### config.mk
export PLATFORM = sky130hd
export DESIGN_NAME = uart_cfg_top
export DESIGN_NICKNAME = d
export VERILOG_FILES = /design/src/rtl/uart_cfg_top.sv
export SDC_FILE = /design/constraint.sdc
export NUM_CORES = 1
export LEC_CHECK = 0
export ABC_AREA = 1
export BUFFER_PORTS_ARGS = -buffer_cell sky130_fd_sc_hd__buf_2
export CAP_MARGIN = 40
export CORE_MARGIN = 10
export CORE_UTILIZATION = 45
export DETAILED_ROUTE_END_ITERATION = 16
export PLACE_DENSITY = 0.7
export SLEW_MARGIN = 20
export SYNTH_ARGS = -nofsm -noshare
export SYNTH_HDL_FRONTEND = slang
export SYNTH_SLANG_ARGS = --single-unit
### constraint.sdc
create_clock -name clk -period 1.3 [get_ports clk]
set_input_delay 0.065 -clock clk [delete_from_list [all_inputs] [get_ports clk]]
set_output_delay 0.065 -clock clk [all_outputs]
set_load 0.05 [all_outputs]
### src/rtl/uart_cfg_top.sv
// uart_cfg_top -- configurable UART transceiver (5..8 data bits, optional
// even/odd parity, 1 or 2 stop bits) with internal loopback.
//
// Ports
//   clk      in   system clock, all logic on its rising edge
//   rst      in   synchronous active-high reset
//   rx       in   serial input (asynchronous, idles high)
//   loop     in   1: receiver listens to the internal tx line instead of rx
//   newd     in   transmit request, sampled only while busytx = 0
//   dintx    in   transmit data, bits [DATA_BITS-1:0] used
//   tx       out  serial output (idles high)
//   busytx   out  high while a frame is on the line
//   donetx   out  one-cycle pulse when a frame completes
//   doutrx   out  last received data, zero-extended above DATA_BITS
//   donerx   out  one-cycle pulse, doutrx/perr/ferr valid in that cycle
//   perr     out  parity mismatch on the last frame
//   ferr     out  a stop bit was sampled low on the last frame
module uart_cfg_top #(
    parameter int clk_freq  = 1000000,
    parameter int baud_rate = 9600,
    parameter int DATA_BITS = 8,
    parameter int PARITY    = 0,
    parameter int STOP_BITS = 1
) (
    input  logic       clk,
    input  logic       rst,
    input  logic       rx,
    input  logic       loop,
    input  logic       newd,
    input  logic [7:0] dintx,
    output logic       tx,
    output logic       busytx,
    output logic       donetx,
    output logic [7:0] doutrx,
    output logic       donerx,
    output logic       perr,
    output logic       ferr
);

    localparam int CPB   = clk_freq / baud_rate;
    localparam int CNT_W = $clog2(CPB);
    localparam logic [CNT_W-1:0] CPB_LAST  = CNT_W'(CPB - 1);
    localparam logic [CNT_W-1:0] HALF_LAST = CNT_W'(CPB / 2 - 1);
    localparam logic [CNT_W-1:0] CNT_ONE   = CNT_W'(1);
    localparam logic [2:0] DATA_LAST = 3'(DATA_BITS - 1);
    localparam logic [2:0] STOP_LAST = 3'(STOP_BITS - 1);
    localparam logic       HAS_PAR   = (PARITY != 0);
    localparam logic       ODD_PAR   = (PARITY == 2);
    localparam logic [7:0] DATA_MASK = 8'((9'd1 << DATA_BITS) - 9'd1);

    // Parity bit that goes on the line for a (masked) data word.
    function automatic logic parity_of(input logic [7:0] d);
        return (^d) ^ ODD_PAR;
    endfunction

    typedef enum logic [2:0] {
        TX_IDLE, TX_START, TX_DATA, TX_PAR, TX_STOP
    } tx_state_e;

    typedef enum logic [2:0] {
        RX_IDLE, RX_START, RX_DATA, RX_PAR, RX_STOP, RX_BREAK
    } rx_state_e;

    tx_state_e        tx_state_q;
    logic [CNT_W-1:0] tx_cnt_q;
    logic [2:0]       tx_bit_q;
    logic [7:0]       tx_data_q;
    logic             tx_par_q;
    logic             tx_q;
    logic             busy_q;
    logic             donetx_q;

    rx_state_e        rx_state_q;
    logic [CNT_W-1:0] rx_cnt_q;
    logic [2:0]       rx_bit_q;
    logic [7:0]       rx_data_q;
    logic             rx_par_q;
    logic             stop_err_q;
    logic             sync1_q;
    logic             sync2_q;
    logic [7:0]       doutrx_q;
    logic             donerx_q;
    logic             perr_q;
    logic             ferr_q;

    logic rx_in_s;

    // Loopback feeds the registered tx line straight into the synchroniser.
    assign rx_in_s = loop ? tx_q : rx;

    // Transmit FSM; tx_data_q shifts right so the next bit is always at [1].
    always_ff @(posedge clk) begin
        if (rst) begin
            tx_state_q <= TX_IDLE;
            tx_cnt_q   <= '0;
            tx_bit_q   <= 3'd0;
            tx_data_q  <= 8'h00;
            tx_par_q   <= 1'b0;
            tx_q       <= 1'b1;
            busy_q     <= 1'b0;
            donetx_q   <= 1'b0;
        end else begin
            donetx_q <= 1'b0;
            case (tx_state_q)
                TX_IDLE: begin
                    if (newd) begin
                        tx_data_q  <= dintx & DATA_MASK;
                        tx_par_q   <= parity_of(dintx & DATA_MASK);
                        tx_q       <= 1'b0;
                        busy_q     <= 1'b1;
                        tx_cnt_q   <= '0;
                        tx_bit_q   <= 3'd0;
                        tx_state_q <= TX_START;
                    end
                end
                TX_START: begin
                    if (tx_cnt_q == CPB_LAST) begin
                        tx_cnt_q   <= '0;
                        tx_q       <= tx_data_q[0];
                        tx_state_q <= TX_DATA;
                    end else begin
                        tx_cnt_q <= tx_cnt_q + CNT_ONE;
                    end
                end
                TX_DATA: begin
                    if (tx_cnt_q == CPB_LAST) begin
                        tx_cnt_q <= '0;
                        if (tx_bit_q == DATA_LAST) begin
                            tx_bit_q <= 3'd0;
                            if (HAS_PAR) begin
                                tx_q       <= tx_par_q;
                                tx_state_q <= TX_PAR;
                            end else begin
                                tx_q       <= 1'b1;
                                tx_state_q <= TX_STOP;
                            end
                        end else begin
                            tx_bit_q  <= tx_bit_q + 3'd1;
                            tx_q      <= tx_data_q[1];
                            tx_data_q <= {1'b0, tx_data_q[7:1]};
                        end
                    end else begin
                        tx_cnt_q <= tx_cnt_q + CNT_ONE;
                    end
                end
                TX_PAR: begin
                    if (tx_cnt_q == CPB_LAST) begin
                        tx_cnt_q   <= '0;
                        tx_q       <= 1'b1;
                        tx_state_q <= TX_STOP;
                    end else begin
                        tx_cnt_q <= tx_cnt_q + CNT_ONE;
                    end
                end
                TX_STOP: begin
                    if (tx_cnt_q == CPB_LAST) begin
                        tx_cnt_q <= '0;
                        if (tx_bit_q == STOP_LAST) begin
                            // busytx drops in the donetx cycle so a newd there is taken.
                            tx_bit_q   <= 3'd0;
                            busy_q     <= 1'b0;
                            donetx_q   <= 1'b1;
                            tx_state_q <= TX_IDLE;
                        end else begin
                            tx_bit_q <= tx_bit_q + 3'd1;
                        end
                    end else begin
                        tx_cnt_q <= tx_cnt_q + CNT_ONE;
                    end
                end
                default: begin
                    tx_q       <= 1'b1;
                    busy_q     <= 1'b0;
                    tx_state_q <= TX_IDLE;
                end
            endcase
        end
    end

    // Two-flop synchroniser, preset to the idle (high) line level.
    always_ff @(posedge clk) begin
        if (rst) begin
            sync1_q <= 1'b1;
            sync2_q <= 1'b1;
        end else begin
            sync1_q <= rx_in_s;
            sync2_q <= sync1_q;
        end
    end

    // Receive FSM: half-bit wait to mid start bit, then one sample per bit time.
    always_ff @(posedge clk) begin
        if (rst) begin
            rx_state_q <= RX_IDLE;
            rx_cnt_q   <= '0;
            rx_bit_q   <= 3'd0;
            rx_data_q  <= 8'h00;
            rx_par_q   <= 1'b0;
            stop_err_q <= 1'b0;
            doutrx_q   <= 8'h00;
            donerx_q   <= 1'b0;
            perr_q     <= 1'b0;
            ferr_q     <= 1'b0;
        end else begin
            donerx_q <= 1'b0;
            case (rx_state_q)
                RX_IDLE: begin
                    if (!sync2_q) begin
                        rx_cnt_q   <= '0;
                        rx_bit_q   <= 3'd0;
                        rx_data_q  <= 8'h00;
                        stop_err_q <= 1'b0;
                        rx_state_q <= RX_START;
                    end
                end
                RX_START: begin
                    if (rx_cnt_q == HALF_LAST) begin
                        rx_cnt_q <= '0;
                        // High again at mid start bit: it was a glitch.
                        rx_state_q <= sync2_q ? RX_IDLE : RX_DATA;
                    end else begin
                        rx_cnt_q <= rx_cnt_q + CNT_ONE;
                    end
                end
                RX_DATA: begin
                    if (rx_cnt_q == CPB_LAST) begin
                        rx_cnt_q            <= '0;
                        rx_data_q[rx_bit_q] <= sync2_q;
                        if (rx_bit_q == DATA_LAST) begin
                            rx_bit_q   <= 3'd0;
                            rx_state_q <= HAS_PAR ? RX_PAR : RX_STOP;
                        end else begin
                            rx_bit_q <= rx_bit_q + 3'd1;
                        end
                    end else begin
                        rx_cnt_q <= rx_cnt_q + CNT_ONE;
                    end
                end
                RX_PAR: begin
                    if (rx_cnt_q == CPB_LAST) begin
                        rx_cnt_q   <= '0;
                        rx_par_q   <= sync2_q;
                        rx_state_q <= RX_STOP;
                    end else begin
                        rx_cnt_q <= rx_cnt_q + CNT_ONE;
                    end
                end
                RX_STOP: begin
                    if (rx_cnt_q == CPB_LAST) begin
                        rx_cnt_q <= '0;
                        if (rx_bit_q == STOP_LAST) begin
                            rx_bit_q   <= 3'd0;
                            doutrx_q   <= rx_data_q;
                            perr_q     <= HAS_PAR & (rx_par_q ^ parity_of(rx_data_q));
                            ferr_q     <= stop_err_q | ~sync2_q;
                            donerx_q   <= 1'b1;
                            // A low last stop bit means the line is held low (break).
                            rx_state_q <= sync2_q ? RX_IDLE : RX_BREAK;
                        end else begin
                            stop_err_q <= stop_err_q | ~sync2_q;
                            rx_bit_q   <= rx_bit_q + 3'd1;
                        end
                    end else begin
                        rx_cnt_q <= rx_cnt_q + CNT_ONE;
                    end
                end
                RX_BREAK: begin
                    if (sync2_q) begin
                        rx_state_q <= RX_IDLE;
                    end
                end
                default: begin
                    rx_state_q <= RX_IDLE;
                end
            endcase
        end
    end

    assign tx     = tx_q;
    assign busytx = busy_q;
    assign donetx = donetx_q;
    assign doutrx = doutrx_q;
    assign donerx = donerx_q;
    assign perr   = perr_q;
    assign ferr   = ferr_q;

endmodule

# After elaboration in Yosys (flattened, before gate mapping)
# Index checks and enable logic that the tools add are counted.
totals:
  romBits: 0
  register_bits: 58
  ram_bits: 0
  memories: 0
  input_bits: 13
  latchBits: 0
classes:
  n_addsub: 4
  multipliers: 0
  bitwise_logic: 7
  n_eq_ne: 31
  n_mux: 65
  magnitude_cmp: 2
  n_reduce_logical: 29
  n_shift: 0
  div_mod_pow: 0
op_table:
  columns: ["cell", "n"]
  rows:
  - ["$mux 3", 26]
  - ["$mux 8", 5]
  - ["$mux 7", 5]
  - ["$ne 2x2->1 const B", 17]
  - ["$pmux 8 s2", 2]
  - ["$pmux 7 s3", 1]
  - ["$reduce_and 4->1", 5]
  - ["$pmux 3 s3", 2]
  - ["$pmux 3 s6", 1]
  - ["$eq 3x3->1 const B", 5]
  - ["$mux 1", 15]
  - ["$pmux 3 s5", 1]
  - ["$add 7x1->7 const B", 2]
  - ["$eq 7x7->1 const B", 2]
  - ["$pmux 7 s2", 1]
  - ["$eq 3x2->1 const B", 4]
  - ["$logic_not 3->1", 4]
  - ["$reduce_or 3->1", 4]
  - ["$reduce_bool 3->1", 3]
  - ["$bwmux 8", 1]
  - ["$reduce_and 8->1", 1]
  - ["$reduce_bool 2->1", 4]
  - ["$eq 7x6->1 const B", 1]
  - ["$reduce_and 7->1", 1]
  - ["16 further kinds", 25]

# Depth between registers and ports, before layout
# Gate-level depths: netlist of the first run.
depth:
  depth_word: 7
  mapped_depth: 11
  ltp_nobuf: 11

# Worst setup path before layout of the first run
# OpenSTA, ideal clock, no wires.
synth_path:
  path_type: "reg2reg"
  from: "reg rx_cnt_q[0]"
  to: "reg rx_bit_q[1]"
  path_stages_with_launch: 10
  slack_ns: -0.122
  t_required_ns: 1.184
  arrival_time_ns: 1.306
  period_less_slack_ns: 1.422
  setup_time_ns: 0.116
  path_buffers: 1
  path_cell_list: "dfxtp_1 -> ha_1 -> nand2_1 -> nor2_1 -> nand2_1 -> nand2_2 -> buf_4 -> nand4_1 -> nor2_1 -> nor2_1"
synth_between:
  elab_chain_cells: 3
  word_cells_on_any_way: 4
  cone_classes: "eq/ne: 3; reduce/logical: 1"
synth_rtl:
  columns: ["element", "line_no", "rtl"]
  rows:
  - ["start: declaration", "74", "logic [CNT_W-1:0] rx_cnt_q;"]
  - ["start signal: assignment", "222", "rx_cnt_q <= rx_cnt_q + CNT_ONE;"]
  - ["start signal: assignment", "236", "rx_cnt_q <= rx_cnt_q + CNT_ONE;"]
  - ["start signal: assignment", "245", "rx_cnt_q <= rx_cnt_q + CNT_ONE;"]
  - ["$eq 7x7->1 (*)", "226, 249", null]
  - ["$ne 2x2->1 (no line)", null, null]
  - ["$reduce_and 4->1 (no line) (*)", null, null]
  - ["end signal: assignment", "233", "rx_bit_q <= rx_bit_q + 3'd1;"]
  - ["end signal: assignment", "261", "rx_bit_q <= rx_bit_q + 3'd1;"]
  - ["end: declaration", "75", "logic [2:0] rx_bit_q;"]
# Every way passes the cells marked *; elsewhere a longest branch is shown, timed or not.
# A chain may end at the register's enable or synchronous reset.

# Final worst setup path of the first run
layout_path:
  from: "reg rx_cnt_q[1]"
  to: "reg rx_data_q[4]"
layout_between:
  elab_chain_cells: 3
layout_rtl:
  columns: ["element", "line_no", "rtl"]
  rows:
  - ["$eq 7x7->1", "226", "if (rx_cnt_q == CPB_LAST) begin"]
  - ["$ne 2x2->1 (no line)", null, null]
  - ["$reduce_and 3->1 (no line)", null, null]
  - ["end signal: indexed assignment", "228", "rx_data_q[rx_bit_q] <= sync2_q;"]
  - ["end: declaration", "76", "logic [7:0] rx_data_q;"]
# Every way passes these cells.

==> metrics.md, run 1 <==
| Metric | Value |
|---|---|
| Status | `finished with violations` |
| Failing checks | `setup timing` |
| Psw | `3.684 mW` |
| Core area | `6756 um^2` |
| Hold Path Class | `input pin to flop` |
| # nets final | `572` |
| Clk slew on worst S/H paths | `70 ps` |
| Largest net degree at the start of global routing | `28` |
| Top cells by area, synth | `dfxtp_1, nand2_1, nor2_1, nand3_1, inv_1` |
| Crit path kind | `flop to flop` |
| Die Wd | `103.1 um` |
| Synth Flop Type | `dfxtp_1` |
| CP required | `1510 ps` |
| DR top layer | `met4` |
| Distinct cells, synth | `35` |
| TNS Setup | `-1791 ps` |
| Final cycle utilization of the critical path | `1.092` |
| Num CTS Buffers | `9` |
| Switch share | `0.4180` |
| Final RePlAce weighted congestion | `0.8557` |
| Largest vdd supply drop | `0.001310 V` |
| Share of layout cells above drive strength 1 | `0.4018` |
| Min Tclk post-route | `1419 ps` |
| Vias per cell | `5.085` |
| Sequential power share | `0.272` |
| Starting Density | `0.4598` |
| RSZ-0062 raised after global routing | `yes` |
| Clock network fraction of total power | `0.195` |
| Die Footprint | `10630 um^2` |
| Worst EP arrival | `1630 ps` |
| Mapped Avg Cell Area | `6.739 um^2` |
| First-pass GRT wire length | `13250 um` |
| Cells after synthesis | `461` |
| H-tree levels | `3` |
| Boundary pin count | `27` |
| CTS tree | `done` |
| Clock skew | `7.682 ps` |
| Filler cell count | `543` |
| Routed WL | `8249 um` |
| #FFs+latches synth | `58` |
| Final Setup Violations | `42` |
| Grt ovf | `0` |
| Met2 wire length | `4313 um` |
| Clock latency on the worst-skew pair | `340 ps` |
| Dpl hpwl | `5419 um` |
| Drt drc | `0` |
| CP max FO | `16` |
| Worst setup margin | `-119.1 ps` |
| Most common cell in the netlist | `nand2_1` |
| Final ANT Viol Nets | `0` |
| Number of global-route vias before repair | `3061` |
| Internal Power | `5.130 mW` |
| Tot GR Track Use | `0.1537` |
| Final Hold Vio Count | `0` |
| Placement Rows | `30` |
| Ant. Diodes | `0` |
| Synthesis-to-layout area growth | `43.25%` |
| R2R Setup Slk | `-120 ps` |
| Syn_nets | `482` |
| Worst Setup End Kind | `flop` |
| Largest area contributor in the synthesized netlist | `dfxtp_1` |
| Synth async-reset ratio | `0` |
| Number of synthesized flops with an enable pin | `0` |
| Synthesized cell area | `3107 um^2` |
| Synth Warn # | `0` |
| Vias | `3229` |
| Lkg Pwr | `2.001 nW` |
| Area share of the largest cell type after synthesis | `0.3737` |
| Synth top cells by count | `nand2_1, nor2_1, dfxtp_1, inv_1, nand3_1` |
| Cells after DPL | `609` |
| Avg WL per Cell | `12.99 um` |
| Max-cap violations | `0` |
| Comb power frac | `0.533` |
| Met3 routed WL | `349 um` |
| WL met1 | `3458 um` |
| Post-synthesis sequential area ratio | `0.3737` |
| Fin cells | `635` |
| FMAX | `0.7047 GHz` |
| # port buffers | `25` |
| Pre-antenna DRT Iters | `4` |
| CTS Sinks | `58` |
| Fin util | `0.6587` |
| Slew Viols, Final | `0` |
| Hold Slack | `58.99 ps` |
| Clk buf depth | `2` |
| Root Driver | `clkbuf_8` |
| 1st-iter DRT viols | `103` |
| Pwr dens | `1980 nW/um^2` |
| Overall power | `8.814 mW` |
| Initial antenna violation count | `0` |
| Startpoint Class | `flop` |
| Die Y | `103.1 um` |
==> path summary, 6_finish.rpt <==
path	startpoint	to	depth (start not counted)
worst max-delay path	rx_cnt_q[1]$_SDFFE_PP0P_	rx_data_q[4]$_SDFFE_PP0P_	9
worst min-delay path	newd	busytx$_SDFFE_PP0P_	3
worst max register to register	rx_cnt_q[1]$_SDFFE_PP0P_	rx_data_q[4]$_SDFFE_PP0P_	9
worst min register to register	sync1_q$_SDFF_PP1_	sync2_q$_SDFF_PP1_	1
==> metal layers <==
| metal | global-route usage | vias to the layer above |
|---|---|---|
| met1 | 0.1768 | 1475 |
| li1 | - | 1680 |
| met3 | 0.04223 | 12 |
| met2 | 0.2662 | 62 |
| met5 | 0 | - |
| met4 | 0.05455 | 0 |
==> metrics by stage <==
step	setup slack, ps	area, um^2
final	-119.1	4451
after global routing	-246.5	4451
after CTS	-107.8	4118
after detailed placement	-163.8	3729
after global placement	-104.6	3729
after floorplan	-44.83	3153
==> logic make-up after synthesis <==
logic type | count (synthesis) | synth area share
other cells | 1 | 0.001207
fa+ha+maj | 8 | 0.03222
compound gates | 71 | 0.1305
simple gates | 259 | 0.3693
xor+xnor | 3 | 0.008459
flops | 58 | 0.3737
buf+inv | 61 | 0.08457
==> state kept, by name (all words and copies together) (netlist names) <==
register    cells
tx_bit_q        3
stop_err_q      1
donerx          1
rx_data_q       8
doutrx          8
tx_cnt_q        7
busytx          1
sync2_q         1
tx_data_q       8
sync1_q         1
donetx          1
rx_cnt_q        7
rx_state_q      3
rx_bit_q        3
tx              1
tx_state_q      3
ferr            1
==> timing repair <==
action / CTS / global route
buffers inserted: 3 / 5
gates resized for setup: 39 / 93
endpoints found under the setup margin: 47 / 56
hold buffers: 2 / 0
endpoints found under the hold margin: 1 / 0
pin swaps: 15 / 29
cloned: 1 / 0
==> placed cells by master (no fill, tap or decap), types with 8 or more instances in the layout <==
| master | Yosys | final |
|---|---|---|
| dfxtp_1 | 58 | 43 |
| clkbuf_8 | 0 | 12 |
| buf_2 | 3 | 25 |
| nor2_4 | 3 | 8 |
| nor2_2 | 1 | 8 |
| dfxtp_2 | 0 | 11 |
| o21ai_2 | 2 | 11 |
| nand3_1 | 32 | 22 |
| nand3_2 | 2 | 10 |
| a21oi_1 | 30 | 26 |
| inv_2 | 5 | 10 |
| inv_1 | 42 | 32 |
| o211ai_1 | 8 | 8 |
| nand2_2 | 6 | 17 |
| buf_4 | 6 | 58 |
| nand2_4 | 1 | 11 |
| nor3_1 | 13 | 11 |
| nor2_1 | 67 | 55 |
| nand4_1 | 11 | 11 |
| o21ai_0 | 25 | 12 |
| nand2_1 | 117 | 95 |
==> critical path, cell delays in order (launching register included) <==
cell and delay (ps):
dfxtp_2 350, ha_4 150, nand2_4 60, nor2_4 100
nand2_4 100, nand2_4 110, buf_12 140, o211ai_1 110
nand2_1 110, a21oi_1 70
==> power groups by stage <==
stage	registers, mW	clock network, mW	logic, mW
4_1_cts	2.36	1.76	4.07
3_3_place_gp	2.34	0	3.58
6_report	2.40	1.72	4.70
2_1_floorplan	2.38	0	2.41
5_1_grt	2.44	1.86	5.20
3_5_place_dp	2.36	0	3.66
==> area by class of cell <==
cell class                      count  area [um^2]  area share
Inverter                           47        188.9     0.04245
Sequential cell                    58         1190      0.2674
Timing Repair Buffer               92        676.9      0.1521
Tap cell                           80        100.1     0.02249
Clock buffer                       13        168.9     0.03795
Clock inverter                      2        35.03    0.007872
Timing Repair inverter              1        7.507    0.001687
Multi-Input combinational cell    342         2083      0.4681
Note: power is estimated with default switching activity, not from simulation.
==> run 2, diff against run 1 <==
--- a/config.mk
+++ b/config.mk
@@ -5,13 +5,12 @@
 export SDC_FILE = /design/constraint.sdc
 export NUM_CORES = 1
 export LEC_CHECK = 0
-export ABC_AREA = 1
 export BUFFER_PORTS_ARGS = -buffer_cell sky130_fd_sc_hd__buf_2
 export CAP_MARGIN = 40
 export CORE_MARGIN = 10
 export CORE_UTILIZATION = 45
 export DETAILED_ROUTE_END_ITERATION = 16
-export PLACE_DENSITY = 0.7
+export PLACE_DENSITY = 0.71
 export SLEW_MARGIN = 20
 export SYNTH_ARGS = -nofsm -noshare
 export SYNTH_HDL_FRONTEND = slang
==> metrics.md, run 2 <==
| Metric | Value |
|---|---|
| R2R Setup Slk | `-420 ps` |
| CTS Sinks | `58` |
| Design Area, Final | `4941 um^2` |
| Synth Flop Type | `dfxtp_1` |
| Endpoint of the worst-slack reg-to-reg timing path | `rx_cnt_q[5]$_SDFFE_PP0P_` |
| RSZ-0062 raised after global routing | `yes` |
| Initial antenna violation count | `0` |
| Synthesized cell area | `2922 um^2` |
| 1st-iter DRT viols | `143` |
| Final Setup Violations | `54` |
| Commonest non-fill, non-tap cell in the layout | `buf_4` |
| Synth async-reset ratio | `0` |
| Fin cells | `543` |
| Min Tclk post-route | `1717 ps` |
| Distinct cells, synth | `59` |
| Clock network fraction of total power | `0.463` |
| Die Wd | `100.6 um` |
| Placement Rows | `29` |
| CP Buf/Inv Count | `0` |
| Share of layout cells above drive strength 1 | `0.5794` |
| Lkg Pwr | `1.937 nW` |
| Core area | `6314 um^2` |
| Synthesis-to-layout area growth | `69.12%` |
| Hold Path Class | `input pin to flop` |
| HP Start | `dintx[7]` |
| Synth Warn # | `0` |
| Hold Slack | `10.63 ps` |
| Status | `finished with violations` |
| RR Startpoint | `rx_cnt_q[1]$_SDFFE_PP0P_` |
| Cells after synthesis | `328` |
| Number of synthesized flops with an enable pin | `0` |
| Grt ovf | `0` |
| CP max FO | `6` |
| Sequential power share | `0.413` |
| Die Footprint | `10120 um^2` |
| Hold Crit Depth | `3` |
| Overall power | `4.486 mW` |
| Final Hold Vio Count | `0` |
| FMAX | `0.5823 GHz` |
| Num CTS Buffers | `9` |
| Startpoint Class | `flop` |
| CP delay by family, top | `simple AND/OR/NAND/NOR gates` |
| Root Driver | `clkbuf_8` |
| H-tree levels | `3` |
| Final ANT Viol Nets | `0` |
| Clk slew on worst S/H paths | `80 ps` |
| Number of global-route vias before repair | `3221` |
| Critical-path cell list | `ha_4 -> or4b_4 -> o21ai_4 -> a311o_1 -> nor2_1` |
| Worst EP arrival | `1960 ps` |
| Tot GR Track Use | `0.1788` |
| # nets final | `482` |
| Synth top cells by count | `dfxtp_1, nor2_1, mux2i_1, a21oi_1, nand2_1` |
| Drt drc | `0` |
| Vias | `3144` |
| Starting Density | `0.4627` |
| Psw | `1.198 mW` |
| Vias per cell | `5.790` |
| Worst Setup End Kind | `flop` |
| Mapped Avg Cell Area | `8.907 um^2` |
| Die Y | `100.6 um` |
| Final RePlAce weighted congestion | `0.8688` |
| Critical-path top delay cell | `or4b_4` |
| Storage cell area | `1197 um^2` |
| CP required | `1540 ps` |
| Syn_nets | `349` |
| Ant. Diodes | `0` |
| Largest net degree at the start of global routing | `18` |
| Placed inst area | `3834 um^2` |
| Worst setup margin | `-417.4 ps` |
| Switch share | `0.2670` |
| Pre-antenna DRT Iters | `4` |
| Failing checks | `setup timing` |
| Largest area contributor in the synthesized netlist | `dfxtp_1` |
| Internal Power | `3.288 mW` |
| Crit path kind | `flop to flop` |
| Pwr dens | `907.9 nW/um^2` |
| Filler cell count | `355` |
| Routed WL | `9966 um` |
| First-pass GRT wire length | `14810 um` |
| Largest vdd supply drop | `0.0009743 V` |
| Multi-input logic area | `2227 um^2` |
| CTS tree | `done` |
| Slew Viols, Final | `0` |
| R2R depth | `5` |
| Clk buf depth | `2` |
| Clock latency on the worst-skew pair | `350 ps` |
| Post-synthesis sequential area ratio | `0.3974` |
| Dpl hpwl | `5412 um` |
| Area share of the largest cell type after synthesis | `0.3974` |
| Clock skew | `9.834 ps` |
| Hold EP | `tx_data_q[7]$_SDFFE_PP0P_` |
| Largest stage delay, worst path | `500 ps` |
| Max-cap violations | `0` |
| Cells after DPL | `490` |
| Top cells by area, synth | `dfxtp_1, mux2i_1, nor2_1, ha_1, a21oi_1` |
| # port buffers | `25` |
| Boundary pin count | `27` |
| Avg WL per Cell | `18.35 um` |
| Most frequent cells in the layout | `buf_4, dfxtp_1, nor2_1, buf_2, buf_6` |
| Final cycle utilization of the critical path | `1.321` |
| Comb power frac | `0.124` |
| Most common cell in the netlist | `dfxtp_1` |
| #FFs+latches synth | `58` |
## run 2: cell types whose count changed after synthesis, sizes merged, moves of 10 or more
cell	previous run	this run
a211oi	0	10
nand3	35	8
nand2b	0	13
a21oi	31	19
mux2i	0	21
inv	47	10
nor2	71	35
o21ai	29	16
nand2	124	17
## run 2: cell type report
| class | count | share of cell area |
|---|---|---|
| inverters | 11 | 0.008863 |
| multi-input cells | 242 | 0.4507 |
| clock inverters | 6 | 0.01925 |
| repair buffers | 139 | 0.2292 |
| well taps | 77 | 0.01950 |
| clock buffers | 10 | 0.03013 |
| flip-flops and latches | 58 | 0.2423 |
## run 2: worst max-delay path by stage
stage | depth (start not counted) | slack, ps | end | start
5_1_grt | 7 | -470 | rx_data_q[6]$_SDFFE_PP0P_ | rx_cnt_q[4]$_SDFFE_PP0P_
2_1_floorplan | 5 | -250 | rx_cnt_q[0]$_SDFFE_PP0P_ | rx_cnt_q[1]$_SDFFE_PP0P_
3_3_place_gp | 5 | -330 | rx_cnt_q[0]$_SDFFE_PP0P_ | rx_cnt_q[1]$_SDFFE_PP0P_
3_5_place_dp | 5 | -410 | rx_cnt_q[5]$_SDFFE_PP0P_ | rx_cnt_q[1]$_SDFFE_PP0P_
6_report | 5 | -420 | rx_cnt_q[5]$_SDFFE_PP0P_ | rx_cnt_q[1]$_SDFFE_PP0P_
4_1_cts | 5 | -360 | rx_cnt_q[5]$_SDFFE_PP0P_ | rx_cnt_q[0]$_SDFFE_PP0P_
## run 2: stage by stage
stage	utilization	setup slack (ps)	setup TNS (ps)
2_1_floorplan	-	-251.4	-6689
3_3_place_gp	0.6072	-329.0	-11190
3_5_place_dp	0.6072	-412.6	-13370
4_1_cts	0.7277	-357.6	-12240
5_1_grt	0.7826	-470.6	-19410
6_report	0.7826	-417.4	-16170
## run 2: power by group through the flow
stage / clock network, mW / registers [mW] / logic, mW
2_1_floorplan: 0 / 1.90 / 0.212
3_3_place_gp: 0 / 1.89 / 0.364
3_5_place_dp: 0 / 1.89 / 0.373
4_1_cts: 2.07 / 1.85 / 0.487
5_1_grt: 2.18 / 1.86 / 0.592
6_report: 2.08 / 1.85 / 0.554
## run 2: layer usage
layer  share of wire  wire (um)  global-route usage
met2            0.53       5270              0.3165
met1            0.40       3944              0.1984
met5               0          0                   0
met4           0.027        273             0.07826
met3           0.048        477             0.04184
## run 2: tightest hold or removal path, cell delays in order
cell	delay, ps
buf_2	100
nand3_1	100
a21oi_2	60
## run 2: cell families (layout without fill, tap and decap cells)
kind of cell	Yosys count	after routing	share of synthesized area
AO/OA/AOI/OAI	83	83	0.2022
XOR/XNOR	5	5	0.01499
adder cells (fa/ha/maj)	8	8	0.03426
buffers and inverters	29	166	0.04497
flip-flops	58	58	0.3974
multiplexers	21	21	0.07195
other	1	1	0.001284
AND/OR/NAND/NOR	123	124	0.2330
## run 2: timing repair
action | CTS | global route
pin swaps | 45 | 35
gates resized for setup | 83 | 52
setup buffers | 17 | 15
endpoints found under the hold margin | 2 | 0
hold buffers | 3 | 0
endpoints found under the setup margin | 55 | 55
gates cloned | 2 | 1
==> run 3, diff against run 2 <==
--- a/config.mk
+++ b/config.mk
@@ -10,7 +10,7 @@
 export CORE_MARGIN = 10
 export CORE_UTILIZATION = 45
 export DETAILED_ROUTE_END_ITERATION = 16
-export PLACE_DENSITY = 0.71
+export PLACE_DENSITY = 0.68
 export SLEW_MARGIN = 20
 export SYNTH_ARGS = -nofsm -noshare
 export SYNTH_HDL_FRONTEND = slang
==> constraint.sdc (replaced) <==
create_clock -name clk -period 1.7 [get_ports clk]
set_input_delay 0.085 -clock clk [delete_from_list [all_inputs] [get_ports clk]]
set_output_delay 0.085 -clock clk [all_outputs]
set_load 0.05 [all_outputs]
==> metrics.md, run 3 (synthesis gave the netlist of run 2 again) <==
| Metric | Value |
|---|---|
| Status | `finished with violations` |
| Failing checks | `setup timing` |
| Fin util | `0.6153` |
| Largest vdd supply drop | `0.0006367 V` |
| Vias | `2659` |
| CP delay by family, top | `compound AO/OA/AOI/OAI gates` |
| Num CTS Buffers | `9` |
| Pwr dens | `826.4 nW/um^2` |
| Worst Setup End Kind | `flop` |
| Synthesis-to-layout area growth | `32.98%` |
| Final Hold Vio Count | `0` |
| # nets final | `419` |
| Die Y | `100.6 um` |
| Startpoint Class | `flop` |
| Worst setup margin | `-13.38 ps` |
| Initial antenna violation count | `0` |
| TNS Setup | `-13.38 ps` |
| Clock latency on the worst-skew pair | `340 ps` |
| CTS Sinks | `58` |
| Tot GR Track Use | `0.1412` |
| Most frequent cells in the layout | `dfxtp_1, buf_4, nor2_1` |
| Starting Density | `0.4627` |
| Critical-path cell list | `ha_4 -> or4b_4 -> o21ai_2 -> a21oi_2 -> o211ai_1 -> o41ai_2` |
| Overall power | `3.211 mW` |
| Filler cell count | `549` |
| Dpl hpwl | `4850 um` |
| Worst EP arrival | `1930 ps` |
| Die Wd | `100.6 um` |
| Share of layout cells above drive strength 1 | `0.3275` |
| Pre-antenna DRT Iters | `4` |
| CP required | `1920 ps` |
| Final Setup Violations | `1` |
| CTS tree | `done` |
| Ant. Diodes | `0` |
| Slew Viols, Final | `0` |
| H-tree levels | `3` |
| Number of global-route vias before repair | `2615` |
| Vias per cell | `5.540` |
| Critical-path top delay cell | `or4b_4` |
| Lkg Pwr | `1.533 nW` |
| CP Buf/Inv Count | `0` |
| FMAX | `0.5836 GHz` |
| Largest net degree at the start of global routing | `21` |
| Clk slew on worst S/H paths | `70 ps` |
| Crit path kind | `flop to flop` |
| Final ANT Viol Nets | `0` |
| Commonest non-fill, non-tap cell in the layout | `dfxtp_1` |
| Boundary pin count | `27` |
| RSZ-0062 raised after global routing | `yes` |
| First-pass GRT wire length | `11850 um` |
| Root Driver | `clkbuf_8` |
| 1st-iter DRT viols | `138` |
| # port buffers | `25` |
| Multi-input logic area | `1774 um^2` |
| Hold Path Class | `input pin to flop` |
| Max-cap violations | `0` |
| Grt ovf | `0` |
| Min Tclk post-route | `1713 ps` |
| CP max FO | `4` |
| Die Footprint | `10120 um^2` |
| Avg WL per Cell | `14.72 um` |
| Hold Slack | `27.63 ps` |
| DP Worst Slack | `-68.93 ps` |
| Storage cell area | `1177 um^2` |
| Routed WL | `7066 um` |
| Clock skew | `8.382 ps` |
| Final cycle utilization of the critical path | `1.008` |
| Final RePlAce weighted congestion | `0.8475` |
| Clk buf depth | `2` |
| Largest stage delay, worst path | `480 ps` |
| Core area | `6314 um^2` |
| Placement Rows | `29` |
| Drt drc | `0` |
==> run 3: repair_timing <==
item,CTS,global route
gates cloned,2,0
hold buffers,2,0
pin swaps,6,21
resized for setup,13,38
buffers inserted,3,4
setup endpoints to repair,31,35
endpoints found under the hold margin,1,0
==> run 3: worst paths after layout <==
check,startpoint,end,slack [ps],depth (start not counted)
hold / removal,dintx[7],tx_data_q[7]$_SDFFE_PP0P_,30,3
setup / recovery,rx_cnt_q[0]$_SDFFE_PP0P_,rx_state_q[1]$_SDFFE_PP0P_,-10,6
setup reg to reg,rx_cnt_q[0]$_SDFFE_PP0P_,rx_state_q[1]$_SDFFE_PP0P_,-10,6
hold reg to reg,sync1_q$_SDFF_PP1_,sync2_q$_SDFF_PP1_,420,1
==> run 3: power breakdown <==
| part | internal (mW) | switching, mW | leakage, nW |
|---|---|---|---|
| clock | 0.943 | 0.565 | 0.119 |
| sequential | 1.39 | 0.0311 | 0.476 |
| combinational | 0.126 | 0.155 | 0.938 |
==> run 3: metrics by stage <==
stage | instance area, um^2 | std cells
after floorplan | 2924 | 328
after global placement | 3383 | 454
after detailed placement | 3383 | 454
after CTS | 3741 | 477
after global routing | 3885 | 480
final | 3885 | 480
==> run 3: tightest hold or removal path, delay by kind of cell <==
family | cells | cell delay, ps
compound gates | 1 | 60
buf+inv | 1 | 100
simple gates | 1 | 70
==> run 3: cell type report <==
type	instances	area share
multi-input cells	241	0.4567
flip-flops and latches	58	0.3031
repair buffers	77	0.1430
clock buffers	12	0.04251
well taps	77	0.02480
clock inverters	4	0.01868
inverters	11	0.01127
==> run 3: layer usage <==
layer  GRT usage  wire length [um]
met1      0.1655              3081
met5           0                 0
met2      0.2374              3620
met3     0.03429               216
met4     0.06413               148
